File: src/rtl/falafel_lsu_v2.sv
// Load/store sequencer for the falafel allocator: expands one core header command
// into single-word memory transactions (lock spin with CAS and backoff, unlock, header load/store).
module falafel_lsu_v2 #(
  parameter int unsigned       DATA_W           = 32,
  parameter int unsigned       ADDR_W           = 32,
  parameter logic [ADDR_W-1:0] NEXT_ADDR_OFFSET = ADDR_W'(4),
  parameter logic [ADDR_W-1:0] LOCK_ADDR        = '0,
  parameter logic [DATA_W-1:0] EMPTY_KEY        = '0,
  parameter logic [DATA_W-1:0] LOCK_ID          = DATA_W'(1),
  parameter int unsigned       MAX_LOCK_RETRIES = 8,
  parameter int unsigned       BACKOFF_CYCLES   = 4
) (
  input  logic              clk_i,
  input  logic              rst_i,
  input  logic              core_req_val_i,
  output logic              core_req_rdy_o,
  input  logic [2:0]        core_req_op_i,
  input  logic [ADDR_W-1:0] core_req_addr_i,
  input  logic [DATA_W-1:0] core_req_size_i,
  input  logic [DATA_W-1:0] core_req_next_addr_i,
  output logic              core_rsp_val_o,
  input  logic              core_rsp_rdy_i,
  output logic [ADDR_W-1:0] core_rsp_addr_o,
  output logic [DATA_W-1:0] core_rsp_size_o,
  output logic [DATA_W-1:0] core_rsp_next_addr_o,
  output logic              core_rsp_err_o,
  output logic              mem_req_val_o,
  input  logic              mem_req_rdy_i,
  output logic              mem_req_is_write_o,
  output logic              mem_req_is_cas_o,
  output logic [ADDR_W-1:0] mem_req_addr_o,
  output logic [DATA_W-1:0] mem_req_data_o,
  output logic [DATA_W-1:0] mem_req_cas_exp_o,
  input  logic              mem_rsp_val_i,
  output logic              mem_rsp_rdy_o,
  input  logic [DATA_W-1:0] mem_rsp_data_i
);

  localparam int RETRY_W = (MAX_LOCK_RETRIES > 1) ? $clog2(MAX_LOCK_RETRIES + 1) : 1;
  localparam int BO_W    = (BACKOFF_CYCLES > 1) ? $clog2(BACKOFF_CYCLES) : 1;
  localparam logic [RETRY_W-1:0] RETRY_LIMIT = RETRY_W'(MAX_LOCK_RETRIES);
  localparam logic [BO_W-1:0]    BO_LAST     = BO_W'((BACKOFF_CYCLES == 0) ? 0 : BACKOFF_CYCLES - 1);

  typedef enum logic [2:0] {
    S_IDLE, S_MEM_REQ, S_MEM_WAIT, S_BACKOFF, S_CORE_RSP
  } state_t;

  typedef enum logic [2:0] {
    U_LD_KEY, U_CAS, U_ST_UNLOCK, U_LD_SIZE, U_LD_NEXT, U_ST_SIZE, U_ST_NEXT
  } uop_t;

  // Handshakes: a transfer happens on any rising edge where val and rdy are both high;
  // the sender holds val and its payload unchanged until that edge.

  state_t              r_state, w_state;
  uop_t                r_uop, w_uop;
  logic [ADDR_W-1:0]   r_addr, w_addr;
  logic [DATA_W-1:0]   r_size, w_size;
  logic [DATA_W-1:0]   r_next, w_next;
  logic [DATA_W-1:0]   r_rsp_size, w_rsp_size;
  logic [DATA_W-1:0]   r_rsp_next, w_rsp_next;
  logic                r_err, w_err;
  logic [RETRY_W-1:0]  r_retry, w_retry;
  logic [BO_W-1:0]     r_backoff, w_backoff;
  logic [ADDR_W-1:0]   w_next_ptr;
  logic [RETRY_W-1:0]  w_retry_inc;
  logic                w_fail;

  assign w_next_ptr  = r_addr + NEXT_ADDR_OFFSET;
  assign w_retry_inc = r_retry + 1'b1;

  always_ff @(posedge clk_i or posedge rst_i) begin
    if (rst_i) begin
      r_state    <= S_IDLE;
      r_uop      <= U_LD_KEY;
      r_addr     <= '0;
      r_size     <= '0;
      r_next     <= '0;
      r_rsp_size <= '0;
      r_rsp_next <= '0;
      r_err      <= 1'b0;
      r_retry    <= '0;
      r_backoff  <= '0;
    end else begin
      r_state    <= w_state;
      r_uop      <= w_uop;
      r_addr     <= w_addr;
      r_size     <= w_size;
      r_next     <= w_next;
      r_rsp_size <= w_rsp_size;
      r_rsp_next <= w_rsp_next;
      r_err      <= w_err;
      r_retry    <= w_retry;
      r_backoff  <= w_backoff;
    end
  end

  always_comb begin
    w_state    = r_state;
    w_uop      = r_uop;
    w_addr     = r_addr;
    w_size     = r_size;
    w_next     = r_next;
    w_rsp_size = r_rsp_size;
    w_rsp_next = r_rsp_next;
    w_err      = r_err;
    w_retry    = r_retry;
    w_backoff  = r_backoff;
    w_fail     = 1'b0;

    case (r_state)
      S_IDLE: begin
        if (core_req_val_i) begin
          w_addr     = core_req_addr_i;
          w_size     = core_req_size_i;
          w_next     = core_req_next_addr_i;
          w_retry    = '0;
          w_backoff  = '0;
          w_err      = 1'b0;
          w_rsp_size = '0;
          w_rsp_next = '0;
          w_state    = S_MEM_REQ;
          case (core_req_op_i)
            3'd0:    w_uop = U_LD_KEY;
            3'd1:    w_uop = U_ST_UNLOCK;
            3'd2:    w_uop = U_LD_SIZE;
            3'd3:    w_uop = U_ST_SIZE;
            3'd4:    w_uop = U_ST_NEXT;
            default: begin
              w_err   = 1'b1;
              w_state = S_CORE_RSP;
            end
          endcase
        end
      end
      S_MEM_REQ: begin
        if (mem_req_rdy_i) w_state = S_MEM_WAIT;
      end
      S_MEM_WAIT: begin
        if (mem_rsp_val_i) begin
          w_state = S_MEM_REQ;
          case (r_uop)
            U_LD_KEY: begin
              if (mem_rsp_data_i == EMPTY_KEY) w_uop = U_CAS;
              else                             w_fail = 1'b1;
            end
            U_CAS: begin
              if (mem_rsp_data_i == EMPTY_KEY) w_state = S_CORE_RSP;
              else                             w_fail = 1'b1;
            end
            U_LD_SIZE: begin
              w_rsp_size = mem_rsp_data_i;
              w_uop      = U_LD_NEXT;
            end
            U_LD_NEXT: begin
              w_rsp_next = mem_rsp_data_i;
              w_state    = S_CORE_RSP;
            end
            U_ST_SIZE: w_uop   = U_ST_NEXT;
            default:   w_state = S_CORE_RSP;
          endcase
          // A lost lock race (key held, or CAS beaten) restarts from the key load.
          if (w_fail) begin
            w_retry = w_retry_inc;
            w_uop   = U_LD_KEY;
            if (MAX_LOCK_RETRIES != 0 && w_retry_inc == RETRY_LIMIT) begin
              w_err   = 1'b1;
              w_state = S_CORE_RSP;
            end else if (BACKOFF_CYCLES != 0) begin
              w_backoff = '0;
              w_state   = S_BACKOFF;
            end
          end
        end
      end
      S_BACKOFF: begin
        if (r_backoff == BO_LAST) begin
          w_backoff = '0;
          w_state   = S_MEM_REQ;
        end else begin
          w_backoff = r_backoff + 1'b1;
        end
      end
      S_CORE_RSP: begin
        if (core_rsp_rdy_i) begin
          w_rsp_size = '0;
          w_rsp_next = '0;
          w_state    = S_IDLE;
        end
      end
      default: w_state = S_IDLE;
    endcase
  end

  assign core_req_rdy_o       = (r_state == S_IDLE);
  assign mem_req_val_o        = (r_state == S_MEM_REQ);
  assign mem_rsp_rdy_o        = (r_state == S_MEM_WAIT);
  assign core_rsp_val_o       = (r_state == S_CORE_RSP);
  assign core_rsp_addr_o      = core_rsp_val_o ? r_addr     : '0;
  assign core_rsp_size_o      = core_rsp_val_o ? r_rsp_size : '0;
  assign core_rsp_next_addr_o = core_rsp_val_o ? r_rsp_next : '0;
  assign core_rsp_err_o       = core_rsp_val_o & r_err;

  always_comb begin
    mem_req_is_write_o = 1'b0;
    mem_req_is_cas_o   = 1'b0;
    mem_req_addr_o     = '0;
    mem_req_data_o     = '0;
    mem_req_cas_exp_o  = '0;
    if (r_state == S_MEM_REQ) begin
      case (r_uop)
        U_LD_KEY: mem_req_addr_o = LOCK_ADDR;
        U_CAS: begin
          mem_req_is_write_o = 1'b1;
          mem_req_is_cas_o   = 1'b1;
          mem_req_addr_o     = LOCK_ADDR;
          mem_req_data_o     = LOCK_ID;
          mem_req_cas_exp_o  = EMPTY_KEY;
        end
        U_ST_UNLOCK: begin
          mem_req_is_write_o = 1'b1;
          mem_req_addr_o     = LOCK_ADDR;
          mem_req_data_o     = EMPTY_KEY;
        end
        U_LD_SIZE: mem_req_addr_o = r_addr;
        U_LD_NEXT: mem_req_addr_o = w_next_ptr;
        U_ST_SIZE: begin
          mem_req_is_write_o = 1'b1;
          mem_req_addr_o     = r_addr;
          mem_req_data_o     = r_size;
        end
        U_ST_NEXT: begin
          mem_req_is_write_o = 1'b1;
          mem_req_addr_o     = w_next_ptr;
          mem_req_data_o     = r_next;
        end
        default: ;
      endcase
    end
  end

endmodule

File: config.mk
export PLATFORM = sky130hd
export DESIGN_NAME = falafel_lsu_v2
export DESIGN_NICKNAME = d
export VERILOG_FILES = /design/src/rtl/falafel_lsu_v2.sv
export SDC_FILE = /design/constraint.sdc
export NUM_CORES = 1
export LEC_CHECK = 0
export BUFFER_PORTS_ARGS = -buffer_cell sky130_fd_sc_hd__buf_2
export CORE_MARGIN = 10
export CORE_UTILIZATION = 40
export CTS_CLUSTER_SIZE = 28
export DETAILED_ROUTE_END_ITERATION = 16
export HOLD_SLACK_MARGIN = 0.05
export PLACE_DENSITY = 0.66
export RECOVER_POWER = 50
export SKIP_CTS_REPAIR_TIMING = 1
export SYNTH_ARGS = -nofsm -noshare
export SYNTH_HDL_FRONTEND = slang
export SYNTH_SLANG_ARGS = --single-unit
File: constraint.sdc
create_clock -name clk_i -period 9.8 [get_ports clk_i]
set_input_delay 0.98 -clock clk_i [delete_from_list [all_inputs] [get_ports clk_i]]
set_output_delay 0.98 -clock clk_i [all_outputs]
set_load 0.01 [all_outputs]
Word level (Yosys, flattened, before mapping)
Index checks and enable logic that the tools add are counted. Widths: inputs -> output; s select.

Input port bits: 137. Register bits: 173.

Bitwise logic cells: 1. Eq/ne operators: 29. Muxes and demuxes: 57. $add $sub $neg: 3. Reduce and logical (&&, ||, !) cells: 21.

Operators with widths (number): $mux 32 (11); $pmux 32 s3 (3); $pmux 32 s2 (1); $mux 3 (13); $add 32x3->32 const B (1); $logic_not 32->1 (1); $pmux 3 s5 (2); $reduce_and 5->1 (5); $eq 3x2->1 const B (6); $eq 3x3->1 const B (5); $mux 1 (13); $mux 4 (3); $ne 2x1->1 const B (6); $pmux 3 s2 (2); $mux 2 (5); $eq 3x1->1 const B (3); $logic_not 3->1 (3); $pmux 3 s3 (1); $ne 2x2->1 const B (4); $pmux 4 s2 (1); $ne 6x1->1 const B (1); $pmux 2 s3 (1); $reduce_and 6->1 (1); $reduce_bool 3->1 (2); other kinds (15) (17).

Logic depth before layout (Yosys ltp)
Gate-level depths: netlist of the first run.

Word-level depth: 8. Mapped depth: 9.

Least setup slack after synthesis of the first run
OpenSTA, ideal clock, no wires.

Path type: reg-to-output. Start point: register r_addr[2]. End point: output port mem_req_addr_o[20]. Stages on the path, launching flop included: 7. Slack: 6904 ps. Required time: 8820 ps. Arrival: 1916 ps. Path buffers: 0. Cell sequence: dfrtp_1 ha_1 nand4_1 nor4_4 nand3_1 or4_1 nand3_1.

Cells in the longest elaborated chain, start to end: 3.

Ends and longest elaborated chain: start: declaration (line 57) `logic [ADDR_W-1:0] r_addr, w_addr;`; start signal: assignment (line 87) `r_addr <= w_addr;`; $add 32x3->32 (line 69) `assign w_next_ptr = r_addr + NEXT_ADDR_OFFSET;`; $pmux 32 s2 (line 211) `case (r_uop)`; $mux 32 (line 210) `if (r_state == S_MEM_REQ) begin`; end: declaration (line 31) `output logic [ADDR_W-1:0] mem_req_addr_o,`.

No other way between the ends.

Worst setup path after layout of the first run
Start point: register r_state[2]. End point: register r_uop[2].

Cells in the longest elaborated chain, start to end: 3. Elaborated cells between the ends (all ways): 10. Those cells by class: eq/ne: 6; mux: 1; reduce/logical: 3.

Ends and longest elaborated chain: start: declaration (line 55) `state_t r_state, w_state;`; start signal: assignment (line 85) `r_state <= w_state;`; $eq 3x2->1 / $logic_not 3->1 (equally long branches) (line 111) `case (r_state)`; $ne 5x1->1 (no source line) (tied with other cells); $reduce_and 6->1 (no source line); end signal: assignment (line 86) `r_uop <= w_uop;`; end: declaration (line 56) `uop_t r_uop, w_uop;`.

Parallel ways exist; a longest one is shown, timed or not. A chain may end at the register's enable or synchronous reset.

==> results.md, run 1 <==
* Status: finished, violations left
* Violated checks: capacitance limit, slew limit
* Clock buffer count from CTS at 17
* Critical-path top delay cell: nor2_1
* Worst path most repeated cell: buf_4
* Final wirelength at 31200 um
* Area Growth Syn to Fin at 22.1%
* CP cell instances: buf_4, or3_1, inv_1, nor2_1, buf_4, a21oi_1, o211a_1
* Final worst-path cycle share at a little under half
* Crit start category: flop
* # DRC at 0
* Top-count cell post-synth: nand2_1
* Worst hold path depth at 2
* Syn Inst Count at ~1100
* CTS tree: yes
* Clk slew on worst S/H paths at 70 ps
* Layout cells sized above 1 at around 25%
* EDFF count, synth at 0
* Setup violators final at 0
* Worst Slack Setup Final at 5110 ps
* Area occupied by multi-input gates at 4750 um^2
* Drt wl/cell at 18.3 um
* Sequential-to-total area share from yosys stat at 45.2%
* Largest net degree at the start of global routing at around 110
* Die W at 175 um
* TritonCTS Sinks at 173
* Worst R2R End: r_uop[2]$_DFFE_PP0P_
* CP max stage delay at 1860 ps
* Arrival time worst endpoint at ~5000 ps
* Dominant cells by area after synthesis: dfrtp_1 (45%), nand2_1 (12%), mux2_1 (7.6%)
* Setup Skew at 16.9 ps
* Worst min-delay path category: reg -> reg
* Max IR drop VDD at about 0.14 mV
* Tot GR Track Use at 19.8%
* Maxcap violations at 3
* Layout filler cell count at 2301
* Clk_lat worst skew at between 400 and 500 ps
* Mapped Area at around 9600 um^2
* Overflow after GRT at 0
* Starting density of the core at 40.7%
* Initial antenna violation count at 2
* Cell area after layout at 11700 um^2
* Synth Warn # at 0
* Reg2reg path depth at 7
* DRT antenna net count at 0
* First-pass GRT wire length at between 40000 and 50000 um
* Hold endpoint: r_size[0]$_DFFE_PP0P_
* Worst-margin pin slew at between 4000 and 5000 ps
* Root buf cell: clkbuf_16
* Unique masters post-synth at 51
* Critical Path RT at 10110 ps
* Full die area at roughly 31000 um^2
* Post-synth top area share at 45.2%
* Htree depth at 4
* R2R setup slack at 5110 ps
* Hold Startpoint: r_size[0]$_DFFE_PP0P_
* Routability Congestion at roughly 0.84
* Boundary Pins at 336
* Post-DP HPWL at 22100 um
* Vias per cell at 5.24
* PwrDens at 287 nW/um^2
* Storage element area at 4330 um^2
* Port buffer count at a little over 300
* Number of hold violations in the final report at 0
* Place WS at 5860 ps
* Fmax at 0.213 GHz
* Vias in the first global route at 8957
* Core area at about 24000 um^2
* Slew HR at -193%
* Most common flop cell mapped by yosys: dfrtp_1
* Fin nets at roughly 1500
* Drt pass-1 iters at 7
* Worst Path Class, Setup: reg -> reg
* Synth Register Bits at approximately 170
* FFs w/ async S/R, synth at 100%
* Hold WS at 472 ps
* Commonest cells in the netlist: nand2_1 (307), dfrtp_1 (173), and3_1 (101)
* Critical Path End Type: flop
* Critical Path Fanout Max at 107
* Worst R2R Start: r_state[2]$_DFFE_PP0P_
* Top delay family on crit path: simple AND/OR/NAND/NOR gates
* Vias at 8911
* DR iter-0 viols at 804
* Static Leak at approximately 0.0065 uW
* Slew Limit Fails at 182
* Syn avg cell area at 8.53 um^2
* RSZ-0062 raised after global routing: false
* Die height at 175 um
* Post-DP Area at 11100 um^2
* Bufs on Longest Clock Path at 2
* Minimum clock period at 4690 ps
* Cell taking the most area after synthesis: dfrtp_1
* Setup TNS at 0 ps
* Cell Rows at 56
* Crit path buf inv count at 3
==> metal layers <==
metal / wire length [um] / vias up / global-route usage, %
li1: - / 4249 / -
met1: 13200 / 4281 / 24.4
met2: 15000 / 346 / 32.6
met3: 2450 / 35 / 6.01
met4: 546 / 0 / 5.83
met5: 0 / - / 0
==> cell families after synthesis <==
logic type | synth area share (%)
XOR/XNOR | 0.366
other | 0.0391
buffers and inverters | 6.93
multiplexers | 8.05
flip-flops | 45.2
AND/OR/NAND/NOR | 29.5
AO/OA/AOI/OAI | 9.53
adder cells (fa/ha/maj) | 0.392
==> power breakdown <==
group | leakage [uW] | total (uW) | switching [uW] | internal, uW
registers | 0.00222 | 1320 | 277 | 1050
clock network | 0.000281 | 688 | 319 | 369
logic | 0.00404 | 1350 | 869 | 478
total | 0.00654 | 3360 | 1470 | 1890
==> area by class of cell <==
cell class | count | area share, %
clock buffers | 19 | 3.79
inverters | 16 | 0.524
diodes | 2 | 0.0428
flip-flops and latches | 173 | 37.0
clock inverters | 13 | 1.27
well taps | 319 | 3.41
repair buffers | 312 | 13.4
multi-input cells | 846 | 40.6
==> worst reg2reg max path: stages (launching register included) <==
cell	delay, ps
dfrtp_2	370
buf_4	680
or3_1	400
inv_1	130
nor2_1	1860
buf_4	810
a21oi_1	170
o211a_1	160
==> sequential cells by signal (all words and copies together), names as in the netlist <==
| signal | count |
|---|---|
| r_uop | 3 |
| r_retry | 4 |
| r_err | 1 |
| r_state | 3 |
| r_backoff | 2 |
| r_size | 32 |
| r_addr | 32 |
| r_rsp_next | 32 |
| r_rsp_size | 32 |
| r_next | 32 |
==> cell usage in the layout, fill, tap and decap left out, drive strengths merged, types with 3 or more instances in the layout <==
cell | Yosys | final
o31ai | 4 | 4
a21oi | 29 | 29
clkbuf | 61 | 31
and4 | 3 | 3
a31oi | 11 | 11
inv | 16 | 22
a22oi | 33 | 33
nor2b | 4 | 4
mux2i | 4 | 4
and2 | 42 | 42
clkinvlp | 0 | 4
and3 | 101 | 101
o22ai | 3 | 3
nand4 | 19 | 19
conb | 1 | 32
ha | 3 | 3
mux2 | 65 | 65
nand2b | 6 | 6
nor4 | 11 | 11
o21ai | 43 | 43
dfrtp | 173 | 173
or3 | 9 | 9
or4 | 4 | 4
o211ai | 5 | 5
nand2 | 307 | 307
nor3 | 8 | 8
buf | 59 | 300
nor2 | 59 | 59
nand3 | 16 | 16
==> worst max path at each step <==
stage / from / endpoint / cells after the start
after global placement: r_state[1]$_DFFE_PP0P_ / mem_req_addr_o[20] / 7
after global routing: r_state[2]$_DFFE_PP0P_ / r_uop[2]$_DFFE_PP0P_ / 7
after detailed placement: r_state[1]$_DFFE_PP0P_ / mem_req_addr_o[17] / 6
after floorplan: rst_i / r_addr[0]$_DFFE_PP0P_ / 1
final: r_state[2]$_DFFE_PP0P_ / r_uop[2]$_DFFE_PP0P_ / 7
after CTS: r_state[1]$_DFFE_PP0P_ / mem_req_addr_o[17] / 6
==> metrics by stage <==
| stage | total power [uW] | util, % | instances |
|---|---|---|---|
| after floorplan | 2260 | - | 1155 |
| after global placement | 2650 | 47.3 | 1666 |
| after detailed placement | 2690 | 47.3 | 1666 |
| after CTS | 3390 | 49.8 | 1698 |
| after global routing | 3630 | 49.7 | 1699 |
| final | 3360 | 49.7 | 1700 |
(Power assumes the default switching activity.)
==> run 2, diff against run 1 <==
clock period = 4.4 ns   (was 9.8 ns; I/O delays follow)
==> results.md, run 2 (synthesis gave the netlist of run 1 again) <==
* Setup violators final at 0
* Cell Rows at 56
* Boundary Pins at 336
* Number of hold violations in the final report at 0
* Largest net degree at the start of global routing at ~170
* Met3 usage at under 10%
* Critical Path RT at a little under 4000 ps
* Post-DP HPWL at 22000 um
* Leading cell type in the layout, fill and taps excluded: nand2_1
* Core area at 23500 um^2
* Vias in the first global route at 8948
* Clk slew on worst S/H paths at 80 ps
* RSZ-0062 raised after global routing: false
* Static Leak at 0.00641 uW
* Layout cells sized above 1 at 23.2%
* Drt wl/cell at 18.1 um
* Max IR drop VDD at between 0.2 and 0.3 mV
* Htree depth at 4
* CP max stage delay at slightly above 1000 ps
* First-pass GRT wire length at between 40000 and 50000 um
* Final cell count without fillers at 1704
* Critical Path End Type: output port
* Placed Instances at between 1500 and 2000
* Setup TNS at 0 ps
* Setup Skew at slightly below 10 ps
* Routability Congestion at 0.860
* Grt met2 use at about a third
* Final wirelength at 30900 um
* Slew HR at -58.9%
* DR iter-0 viols at a little over 700
* DRT antenna net count at 0
* Post-DP Area at 11200 um^2
* Full die area at 30600 um^2
* # DRC at 0
* Tot GR Track Use at 19.7%
* GR Layer Usage met1 at 24.4%
* Overflow after GRT at 0
* Worst Path Class, Setup: reg -> out
* Bufs on Longest Clock Path at 2
* Port buffer count at a little over 300
* Fmax at 0.255 GHz
* Violated checks: capacitance limit, slew limit
* CTS tree: yes
* Slew Limit Fails at about 220
* Arrival time worst endpoint at 3480 ps
* Minimum clock period at 3920 ps
* Layout filler cell count at 2326
* Status: finished, violations left
* Worst-margin pin slew at 2380 ps
* PwrDens at 636 nW/um^2
* CP cell instances: inv_2, nand3_1, nor2_1, nand4_1, o31ai_1, buf_2
* Most frequent cells in the layout: nand2_1 (306), buf_2 (260), dfrtp_1 (172)
* Clock buffer count from CTS at 17
* R2R setup slack at 1100 ps
* Fin nets at 1508
* Crit start category: flop
* Cell area after layout at ~12000 um^2
* Vias at 8806
* Critical-path top delay cell: nor2_1
* Clk_lat worst skew at 430 ps
* Root buf cell: clkbuf_16
* Area Growth Syn to Fin at 21.9%
* Initial antenna violation count at 4
* Worst min-delay path category: in -> reg
* Starting density of the core at between 40% and 50%
* Vias per cell at ~5.2
* Drt pass-1 iters at 5
* Final worst-path cycle share at 89.0%
* Core Util, Final at a little under 50%
* TritonCTS Sinks at roughly 170
* Most Crowded Layer GR: met2
* Critical Path Fanout Max at 36
* Die height at 175 um
* Maxcap violations at 2
* Die W at between 150 and 200 um
## run 2: cell types whose count changed in the layout (fill, tap and decap cells not counted), moves of 2 or more
| cell | delta |
|---|---|
| and2_1 | -9 |
| buf_2 | -32 |
| and2_0 | +8 |
| diode_2 | +2 |
| clkbuf_1 | +30 |
| clkinv_2 | +2 |
## run 2: per-layer routing
layer	routed length, um	part of all wire [%]
met5	0	0
met4	537	1.7
met3	2300	7.4
met2	14900	48
met1	13100	43
## run 2: critical path, delay by kind of cell (launching register included)
kind,cells,cell delay (ps)
AO/OA/AOI/OAI,1,290
buffers and inverters,2,350
flip-flops,1,600
AND/OR/NAND/NOR,3,1800
## run 2: power breakdown
| group | switching [uW] | internal [uW] | total [uW] |
|---|---|---|---|
| clock | 721 | 757 | 1480 |
| combinational | 1910 | 1080 | 3000 |
| sequential | 635 | 2330 | 2970 |
| total | 3270 | 4170 | 7440 |
## run 2: worst paths after layout
check	from	to	cells after the start
setup reg to reg	r_state[1]$_DFFE_PP0P_	r_size[31]$_DFFE_PP0P_	7
setup / recovery	r_state[2]$_DFFE_PP0P_	mem_req_addr_o[17]	6
max in group asynchronous	rst_i	r_state[2]$_DFFE_PP0P_	3
hold / removal	core_req_size_i[29]	r_size[29]$_DFFE_PP0P_	3
hold reg to reg	r_size[15]$_DFFE_PP0P_	r_size[15]$_DFFE_PP0P_	2
min in group asynchronous	rst_i	r_rsp_next[23]$_DFFE_PP0P_	3
## run 2: layout make-up
class | count | area [um^2] | area share (%)
Sequential cell | 173 | 4330 | 37.1
Tap cell | 319 | 399 | 3.42
Antenna cell | 4 | 10.0 | 0.0856
Clock inverter | 15 | 150 | 1.28
Inverter | 16 | 63.8 | 0.546
Clock buffer | 17 | 425 | 3.64
Multi-Input combinational cell | 846 | 4750 | 40.6
Timing Repair Buffer | 314 | 1560 | 13.3
## run 2: through the flow
stage          hold slack, ps  total power, uW  setup WS (ps)
3_3_place_gp              458             5930           1030
3_5_place_dp              463             6010            944
5_1_grt                   186             8070            185
2_1_floorplan             440             5040           1750
4_1_cts                   179             7510            480
6_report                  198             7440            484
==> run 3, diff against run 2 <==
==> constraint.sdc (replaced) <==
create_clock -name clk_i -period 4.4 [get_ports clk_i]
set_input_delay 0.44 -clock clk_i [delete_from_list [all_inputs] [get_ports clk_i]]
set_output_delay 0.44 -clock clk_i [all_outputs]
set_load 0.005 [all_outputs]
==> results.md, run 3 (synthesis gave the netlist of run 1 again) <==
* Final cell count without fillers at approximately 1700
* Minimum clock period at 3910 ps
* PwrDens at 638 nW/um^2
* # DRC at 0
* Die W at ~170 um
* Worst Path Class, Setup: reg -> out
* Tot GR Track Use at 19.7%
* Maxcap violations at 3
* Post-DP HPWL at 22100 um
* Status: finished, violations left
* Placed Instances at 1669
* Overflow after GRT at 0
* Clk_lat worst skew at 440 ps
* Max IR drop VDD at 0.333 mV
* RSZ-0062 raised after global routing: false
* Hold WS at about 180 ps
* TritonCTS Sinks at 173
* Critical Path RT at slightly below 4000 ps
* Initial antenna violation count at 6
* Routability Congestion at 0.846
* Area Growth Syn to Fin at 22.3%
* Violated checks: capacitance limit, slew limit
* Core Util, Final at 49.8%
* Core area at 23500 um^2
* Slew Limit Fails at 267
* Setup Skew at 27.5 ps
* Vias per cell at approximately 5.2
* Clock buffer count from CTS at 17
* Cell Rows at 56
* CTS tree: yes
* Worst min-delay path category: in -> reg
* Drt wl/cell at 18.1 um
* Reg2reg path depth at 6
* Drt pass-1 iters at 5
* DR iter-0 viols at 715
* Final wirelength at between 30000 and 40000 um
* Full die area at between 30000 and 40000 um^2
* Vias in the first global route at 8869
* Slew HR at -60.3%
* Root buf cell: clkbuf_16
* Design Power at roughly 7500 uW
* Critical Path End Type: output port
* Final worst-path cycle share at 88.8%
* Htree depth at 4
* R2R setup slack at a little over 1000 ps
* First-pass GRT wire length at 49300 um
* Fmax at 0.256 GHz
* Layout cells sized above 1 at 22.7%
* Bufs on Longest Clock Path at 2
* Static Leak at 0.00644 uW
* Port buffer count at roughly 300
* DRT antenna net count at 0
* Largest net degree at the start of global routing at 174
* Clk slew on worst S/H paths at 90 ps
* Boundary Pins at 336
* Critical Path Fanout Max at 39
* Die height at 175 um
* Number of hold violations in the final report at 0
* Fin nets at 1509
* Vias at 8864
* Leading cell type in the layout, fill and taps excluded: nand2_1
* Starting density of the core at approximately two fifths
* Setup violators final at 0
* Crit start category: flop
* Worst hold path depth at 3
* Arrival time worst endpoint at 3470 ps
* Worst-margin pin slew at 2400 ps
* Most frequent cells in the layout: nand2_1 (306), buf_2 (257), dfrtp_1 (172)
* Setup TNS at 0 ps
[run 3: area by class of cell]
class	instances	area [um^2]
repair buffers	315	1540
inverters	16	61.3
diodes	6	15.0
multi-input cells	846	4740
well taps	319	399
clock buffers	17	425
fillers	2348	11800
clock inverters	15	216
flip-flops and latches	173	4330
[run 3: critical path, cell delays in order, from the launching register on]
cell and delay (ps):
dfrtp_2 630, inv_2 180, nand3_1 520, nor2_1 1020, nand4_1 220, o31ai_1 290
buf_2 170
[run 3: metal layers]
layer / up-vias / GRT usage, % / routed length (um)
met4: 0 / 7.63 / 835
li1: 4271 / - / -
met1: 4211 / 24.3 / 13200
met2: 331 / 31.4 / 14600
met3: 51 / 6.23 / 2350
met5: - / 0 / 0
[run 3: worst paths after layout]
check,start,to
max,r_state[2]$_DFFE_PP0P_,mem_req_addr_o[17]
min,core_req_next_addr_i[22],r_next[22]$_DFFE_PP0P_
max reg2reg,r_state[1]$_DFFE_PP0P_,r_rsp_size[13]$_DFFE_PP0P_
min reg2reg,r_rsp_next[3]$_DFFE_PP0P_,r_rsp_next[3]$_DFFE_PP0P_
max in group asynchronous,rst_i,r_state[2]$_DFFE_PP0P_
min in group asynchronous,rst_i,r_rsp_next[23]$_DFFE_PP0P_
[run 3: stage by stage]
step,area (um^2),setup WS (ps)
floorplan,9710,1750
global placement,11200,1020
detailed placement,11200,977
CTS,11800,494
global route,11700,184
finish,11700,495
[run 3: power breakdown]
| part | leakage (uW) | internal (uW) | total, uW | switching [uW] |
|---|---|---|---|---|
| Clock | 0.000314 | 884 | 1640 | 755 |
| Sequential | 0.00222 | 2330 | 2960 | 632 |
| Combinational | 0.00391 | 1060 | 2880 | 1820 |
